### src/rtl/serial_frame_sender.sv
// serial_frame_sender: queues parallel words in a small FIFO and sends each one
// as a serial frame. A frame is a '1' start bit, the data MSB-first, then
// GAP_BITS low bit-times. The bit rate comes from a clock-enable divider
// (CLKS_PER_BIT), so everything runs on clk.
//
// Optional build macro: SERIAL_FRAME_SENDER_PARITY_EN adds one odd-parity bit
// between the data and the gap.
//
// Ports:
//   clk, rst_n   system clock; asynchronous active-low reset
//   in_data      word to send (WIDTH bits)
//   in_valid     in_data valid
//   in_ready     FIFO not full; a word is written when in_valid && in_ready
//   sout         registered serial output, low when idle
//   busy         high whenever the sender is not idle
//   frame_done   one-cycle pulse on the edge that enters the gap
//   fifo_level   number of words waiting in the FIFO
module serial_frame_sender #(
  parameter int unsigned WIDTH        = 40,
  parameter int unsigned DEPTH        = 4,
  parameter int unsigned CLKS_PER_BIT = 1,
  parameter int unsigned GAP_BITS     = 1
) (
  input  logic                       clk,
  input  logic                       rst_n,
  input  logic [WIDTH-1:0]           in_data,
  input  logic                       in_valid,
  output logic                       in_ready,
  output logic                       sout,
  output logic                       busy,
  output logic                       frame_done,
  output logic [$clog2(DEPTH+1)-1:0] fifo_level
);

  localparam int unsigned LVL_W = $clog2(DEPTH + 1);
  localparam int unsigned PTR_W = $clog2(DEPTH);
  localparam int unsigned CYC_W = (CLKS_PER_BIT > 1) ? $clog2(CLKS_PER_BIT) : 1;
  localparam int unsigned BIT_W = $clog2(WIDTH + 1);
  localparam int unsigned GAP_W = (GAP_BITS > 1) ? $clog2(GAP_BITS) : 1;

`ifdef SERIAL_FRAME_SENDER_PARITY_EN
  typedef enum logic [2:0] {IDLE, START, DATA, PARITY, GAP} state_e;
`else
  typedef enum logic [2:0] {IDLE, START, DATA, GAP} state_e;
`endif

  // FIFO storage and bookkeeping
  logic [WIDTH-1:0] mem_q [DEPTH];
  logic [PTR_W-1:0] wr_ptr_q, rd_ptr_q;
  logic [LVL_W-1:0] count_q;
  logic             push_c, pop_c, empty_c;

  // Sender state
  state_e           state_q, state_d;
  logic [CYC_W-1:0] cyc_q, cyc_d;
  logic [BIT_W-1:0] bit_q, bit_d;
  logic [GAP_W-1:0] gap_q, gap_d;
  logic [WIDTH-1:0] shreg_q, shreg_d;
  logic             sout_q, sout_d;
  logic             busy_q, busy_d;
  logic             done_q, done_d;
  logic             bit_end_c;
`ifdef SERIAL_FRAME_SENDER_PARITY_EN
  logic             par_q, par_d;
`endif

  assign empty_c    = (count_q == '0);
  assign in_ready   = (count_q != LVL_W'(DEPTH));
  assign push_c     = in_valid && in_ready;
  assign fifo_level = count_q;
  assign sout       = sout_q;
  assign busy       = busy_q;
  assign frame_done = done_q;
  assign bit_end_c  = (cyc_q == CYC_W'(CLKS_PER_BIT - 1));

  // FIFO data array; no reset needed, validity is tracked by count_q
  always_ff @(posedge clk) begin
    if (push_c) mem_q[wr_ptr_q] <= in_data;
  end

  // FIFO pointers and level; DEPTH is a power of two so pointers wrap freely
  always_ff @(posedge clk or negedge rst_n) begin
    if (!rst_n) begin
      wr_ptr_q <= '0;
      rd_ptr_q <= '0;
      count_q  <= '0;
    end else begin
      if (push_c) wr_ptr_q <= wr_ptr_q + PTR_W'(1);
      if (pop_c)  rd_ptr_q <= rd_ptr_q + PTR_W'(1);
      if (push_c && !pop_c)      count_q <= count_q + LVL_W'(1);
      else if (pop_c && !push_c) count_q <= count_q - LVL_W'(1);
    end
  end

  // Sender state register
  always_ff @(posedge clk or negedge rst_n) begin
    if (!rst_n) begin
      state_q <= IDLE;
      cyc_q   <= '0;
      bit_q   <= '0;
      gap_q   <= '0;
      shreg_q <= '0;
      sout_q  <= 1'b0;
      busy_q  <= 1'b0;
      done_q  <= 1'b0;
`ifdef SERIAL_FRAME_SENDER_PARITY_EN
      par_q   <= 1'b0;
`endif
    end else begin
      state_q <= state_d;
      cyc_q   <= cyc_d;
      bit_q   <= bit_d;
      gap_q   <= gap_d;
      shreg_q <= shreg_d;
      sout_q  <= sout_d;
      busy_q  <= busy_d;
      done_q  <= done_d;
`ifdef SERIAL_FRAME_SENDER_PARITY_EN
      par_q   <= par_d;
`endif
    end
  end

  // Next-state logic; outputs are derived from the next state so they register
  // in step with the state change
  always_comb begin
    state_d = state_q;
    cyc_d   = cyc_q;
    bit_d   = bit_q;
    gap_d   = gap_q;
    shreg_d = shreg_q;
    pop_c   = 1'b0;
    done_d  = 1'b0;
`ifdef SERIAL_FRAME_SENDER_PARITY_EN
    par_d   = par_q;
`endif

    if (state_q != IDLE) cyc_d = bit_end_c ? '0 : cyc_q + CYC_W'(1);

    case (state_q)
      IDLE: begin
        if (!empty_c) begin
          pop_c   = 1'b1;
          shreg_d = mem_q[rd_ptr_q];
          cyc_d   = '0;
          state_d = START;
`ifdef SERIAL_FRAME_SENDER_PARITY_EN
          par_d   = ~^mem_q[rd_ptr_q];
`endif
        end
      end
      START: begin
        if (bit_end_c) begin
          bit_d   = '0;
          state_d = DATA;
        end
      end
      DATA: begin
        if (bit_end_c) begin
          shreg_d = shreg_q << 1;
          if (bit_q == BIT_W'(WIDTH - 1)) begin
`ifdef SERIAL_FRAME_SENDER_PARITY_EN
            state_d = PARITY;
`else
            gap_d   = '0;
            done_d  = 1'b1;
            state_d = GAP;
`endif
          end else begin
            bit_d = bit_q + BIT_W'(1);
          end
        end
      end
`ifdef SERIAL_FRAME_SENDER_PARITY_EN
      PARITY: begin
        if (bit_end_c) begin
          gap_d   = '0;
          done_d  = 1'b1;
          state_d = GAP;
        end
      end
`endif
      GAP: begin
        if (bit_end_c) begin
          if (gap_q == GAP_W'(GAP_BITS - 1)) begin
            // Chain straight into the next frame when a word is waiting
            if (!empty_c) begin
              pop_c   = 1'b1;
              shreg_d = mem_q[rd_ptr_q];
              state_d = START;
`ifdef SERIAL_FRAME_SENDER_PARITY_EN
              par_d   = ~^mem_q[rd_ptr_q];
`endif
            end else begin
              state_d = IDLE;
            end
          end else begin
            gap_d = gap_q + GAP_W'(1);
          end
        end
      end
      default: state_d = IDLE;
    endcase

    case (state_d)
      START:   sout_d = 1'b1;
      DATA:    sout_d = shreg_d[WIDTH-1];
`ifdef SERIAL_FRAME_SENDER_PARITY_EN
      PARITY:  sout_d = par_d;
`endif
      default: sout_d = 1'b0;
    endcase
    busy_d = (state_d != IDLE);
  end

endmodule

### config.mk
export PLATFORM = sky130hd
export DESIGN_NAME = serial_frame_sender
export DESIGN_NICKNAME = d
export VERILOG_FILES = /design/src/rtl/serial_frame_sender.sv
export SDC_FILE = /design/constraint.sdc
export NUM_CORES = 1
export LEC_CHECK = 0
export CAP_MARGIN = 20
export CORE_ASPECT_RATIO = 1.1
export CORE_MARGIN = 5
export CORE_UTILIZATION = 50
export CTS_CLUSTER_SIZE = 40
export DETAILED_ROUTE_END_ITERATION = 16
export HOLD_SLACK_MARGIN = 0.05
export PLACE_DENSITY = 0.66
export SYNTH_ARGS = -nofsm -noshare
export SYNTH_HDL_FRONTEND = slang
export SYNTH_SLANG_ARGS = --single-unit
export TNS_END_PERCENT = 20
### constraint.sdc
create_clock -name clk -period 2.6 [get_ports clk]
set_input_delay 0.52 -clock clk [delete_from_list [all_inputs] [get_ports clk]]
set_output_delay 0.52 -clock clk [all_outputs]
set_load 0.1 [all_outputs]
==> results.md <==
- Outcome: finished, final reports clean
- Clock sink count: 220
- Via density: roughly 5.6
- Psw: roughly 3600 uW
- Ports: 50
- Clk Latency, worst-skew pair: around 0.50 ns
- HPWL after DPL: 8.84 mm
- Crit path kind: reg2reg
- Crit share post-route: 0.879
- Worst Setup Start Kind: register
- CTS resizes: 0
- Max Cap Viol: 0
- Clock H-tree levels: 1
- Most common library cell in the layout ignoring fill and taps: edfxtp_1
- Final ANT Viol Nets: 0
- Tot GR Track Use: 0.160
- P_leak: about 0.0037 uW
- Grt ovf: 0
- Gpl congestion: 0.712
- Setup violations, final: 0
- Internal power: 8480 uW
- Placed cells: between 700 and 800
- Distinct cells, synth: 52
- Synth Flop Type: edfxtp_1
- Switching part of the total: 0.296
- Worst Max-Slew Pin Slew: between 0.7 and 0.8 ns
- DRT iter0 DRCs: 219
- Finished Layout Cells: roughly 770
- Clock transition at path regs: 0.06 ns
- Filler cells: ~1200
- Final Max Slew Viols: 0
- CTS buffer count: 23
- Number of synthesized flops with an enable pin: 160
- Final Skew: 0.0109 ns
- Seq pwr share: 0.433
- RSZ-0062 raised after global routing: false
- CTS max path bufs: 3
- Mean post-synth cell area: 19.2 um2
- Die Wd: ~140 um
- Setup bufs post-CTS: 0
- Avg WL per Cell: between 15 and 20 um
- Die Area: about 0.02 mm2
- Fin area: a little over 0.01 mm2
- CORE AREA: 0.0171 mm2
- Yosys Warn Count: 0
- Fin. Hold Viols: 0
- Clock group share of total power: 0.274
- Register bit total from synthesis: between 200 and 250
- Rows: 50
- Total Power: 12100 uW
- Initial Utilization: 0.510
- Hold_buf cts: 0
- Fin nets: 565
- TNS Setup: 0 ns
- Vias: 4264
- Mapped Nets: between 500 and 600
- Worst Path Arrival: 2.66 ns
- Max-slew headroom at the worst pin: 0.471
- Most frequent cells in the layout: edfxtp_1, dfrtp_1, clkdlybuf4s50_1, mux4_2, a221o_1
- Power per cell area: ~1200 mW/mm2
- Vias in the first global route: 4636
- Layout cell share with drive strength beyond 1: 0.224
- # diodes: 0
- Area growth syn-to-layout: 18.2%
- Comb power frac: 0.292
- Largest net degree at the start of global routing: 41
- DRC viols: 0
- Area of placed instances: about 0.0095 mm2
- Req. time, crit path: 2.98 ns
- Routed WL: 15.3 mm
- Fraction of registers with async set/reset: 0.273
- F_max: 437 MHz
- Initial antenna violation count: 0
- Number of detailed-route iterations in the first pass: 4
- Buffers on Ports: 49
- Register area share after synthesis: 0.724
- Post-synth design cell area: between 0.008 and 0.009 mm2
- Critical Path Sink Type: register
- Die height: 148 um
- CTS tree: yes
- First-pass GRT wire length: around 25 mm
- Max rail drop VDD: 0.861 mV
- Hold Crit Class: in2async
- Crit path max fanout: 11
- Root Driver: clkbuf_16
- Cells after Synth: ~450
- Crit path time final: 2.29 ns
==> power by group through the flow <==
stage / Sequential (uW) / Clock [uW] / Combinational, uW
floorplan: 5370 / 0 / 2580
global placement: 5240 / 0 / 3540
detailed placement: 5280 / 0 / 3580
CTS: 5230 / 3400 / 3600
global route: 5310 / 3560 / 3850
finish: 5220 / 3300 / 3530
==> stage by stage <==
stage                     setup WS [ns]   util  hold slack [ns]
after floorplan                  0.0713      -            0.224
final                             0.313  0.603            0.101
after CTS                         0.311  0.603            0.109
after detailed placement          0.135  0.558            0.499
after global placement            0.192  0.558            0.496
after global routing              0.236  0.603            0.157
==> worst paths after layout <==
check	depth (start not counted)	to	startpoint	slack, ns
max in group asynchronous	2	shreg_q[21]$_DFFE_PN0P_	rst_n	1.85
min in group clk	1	shreg_q[31]$_DFFE_PN0P_	shreg_q[30]$_DFFE_PN0P_	0.51
worst min-delay path	1	frame_done$_DFF_PN0_	rst_n	0.10
worst max register to register	7	fifo_level[1]$_DFFE_PN0P_	state_q[0]$_DFF_PN0_	0.31
worst max-delay path	7	fifo_level[1]$_DFFE_PN0P_	state_q[0]$_DFF_PN0_	0.31
worst min register to register	1	shreg_q[31]$_DFFE_PN0P_	shreg_q[30]$_DFFE_PN0P_	0.51
==> logic make-up after synthesis <==
family                     after synthesis  synth area share
buffers and inverters                   37            0.0267
DFF                                    220             0.724
other                                    1          0.000430
AOI/OAI and AO/OA                       58            0.0615
adders and majority gates                7            0.0109
and+or+nand+nor                         75            0.0569
muxes                                   46             0.111
xor gates and xnor gates                 9           0.00904
==> cell type report <==
cell class / instances / area (um2) / area share
clock buffers: 33 / 653 / 0.0634
clock inverters: 8 / 121 / 0.0118
inverters: 10 / 37.5 / 0.00364
multi-input cells: 196 / 2200 / 0.214
flip-flops and latches: 220 / 6310 / 0.613
well taps: 234 / 293 / 0.0284
repair buffers: 64 / 681 / 0.0661
==> worst max-delay path: stages (launching register included) <==
cell	delay, ns
dfrtp_1	0.50
or2_2	0.38
a211oi_4	0.23
inv_2	0.07
ha_1	0.20
inv_1	0.08
fa_1	0.42
mux2_2	0.28
==> routing by layer <==
| metal | up-vias | wire length, um | global-route usage |
|---|---|---|---|
| met5 | - | 0 | 0 |
| met3 | 25 | 658 | 0.0298 |
| met1 | 2219 | 6680 | 0.215 |
| met4 | 0 | 254 | 0.0454 |
| met2 | 84 | 7670 | 0.269 |
| li1 | 1936 | - | - |
==> flip-flops by register name, indices dropped and copies added (netlist names) <==
name / count
wr_ptr_q: 2
mem_q: 160
rd_ptr_q: 2
sout: 1
bit_q: 6
shreg_q: 40
fifo_level: 3
frame_done: 1
busy: 1
cyc_q: 1
state_q: 3
==> Yosys cell counts (all sizes together) (3+ instances only) <==
cell type | instances | share of area
xnor2 | 4 | 0.0040
o21ai | 4 | 0.0023
edfxtp | 160 | 0.55
buf | 18 | 0.019
nor2b | 4 | 0.0029
nor2 | 9 | 0.0039
xor2 | 5 | 0.0050
nor4b | 3 | 0.0062
inv | 10 | 0.0043
dfrtp | 60 | 0.17
mux4 | 40 | 0.10
a221o | 38 | 0.044
nand4 | 3 | 0.0022
and3 | 5 | 0.0036
and2 | 40 | 0.029
mux2 | 5 | 0.0065
clkbuf | 9 | 0.0039
ha | 6 | 0.0086
No activity file was read; power rests on OpenSTA's default activity.
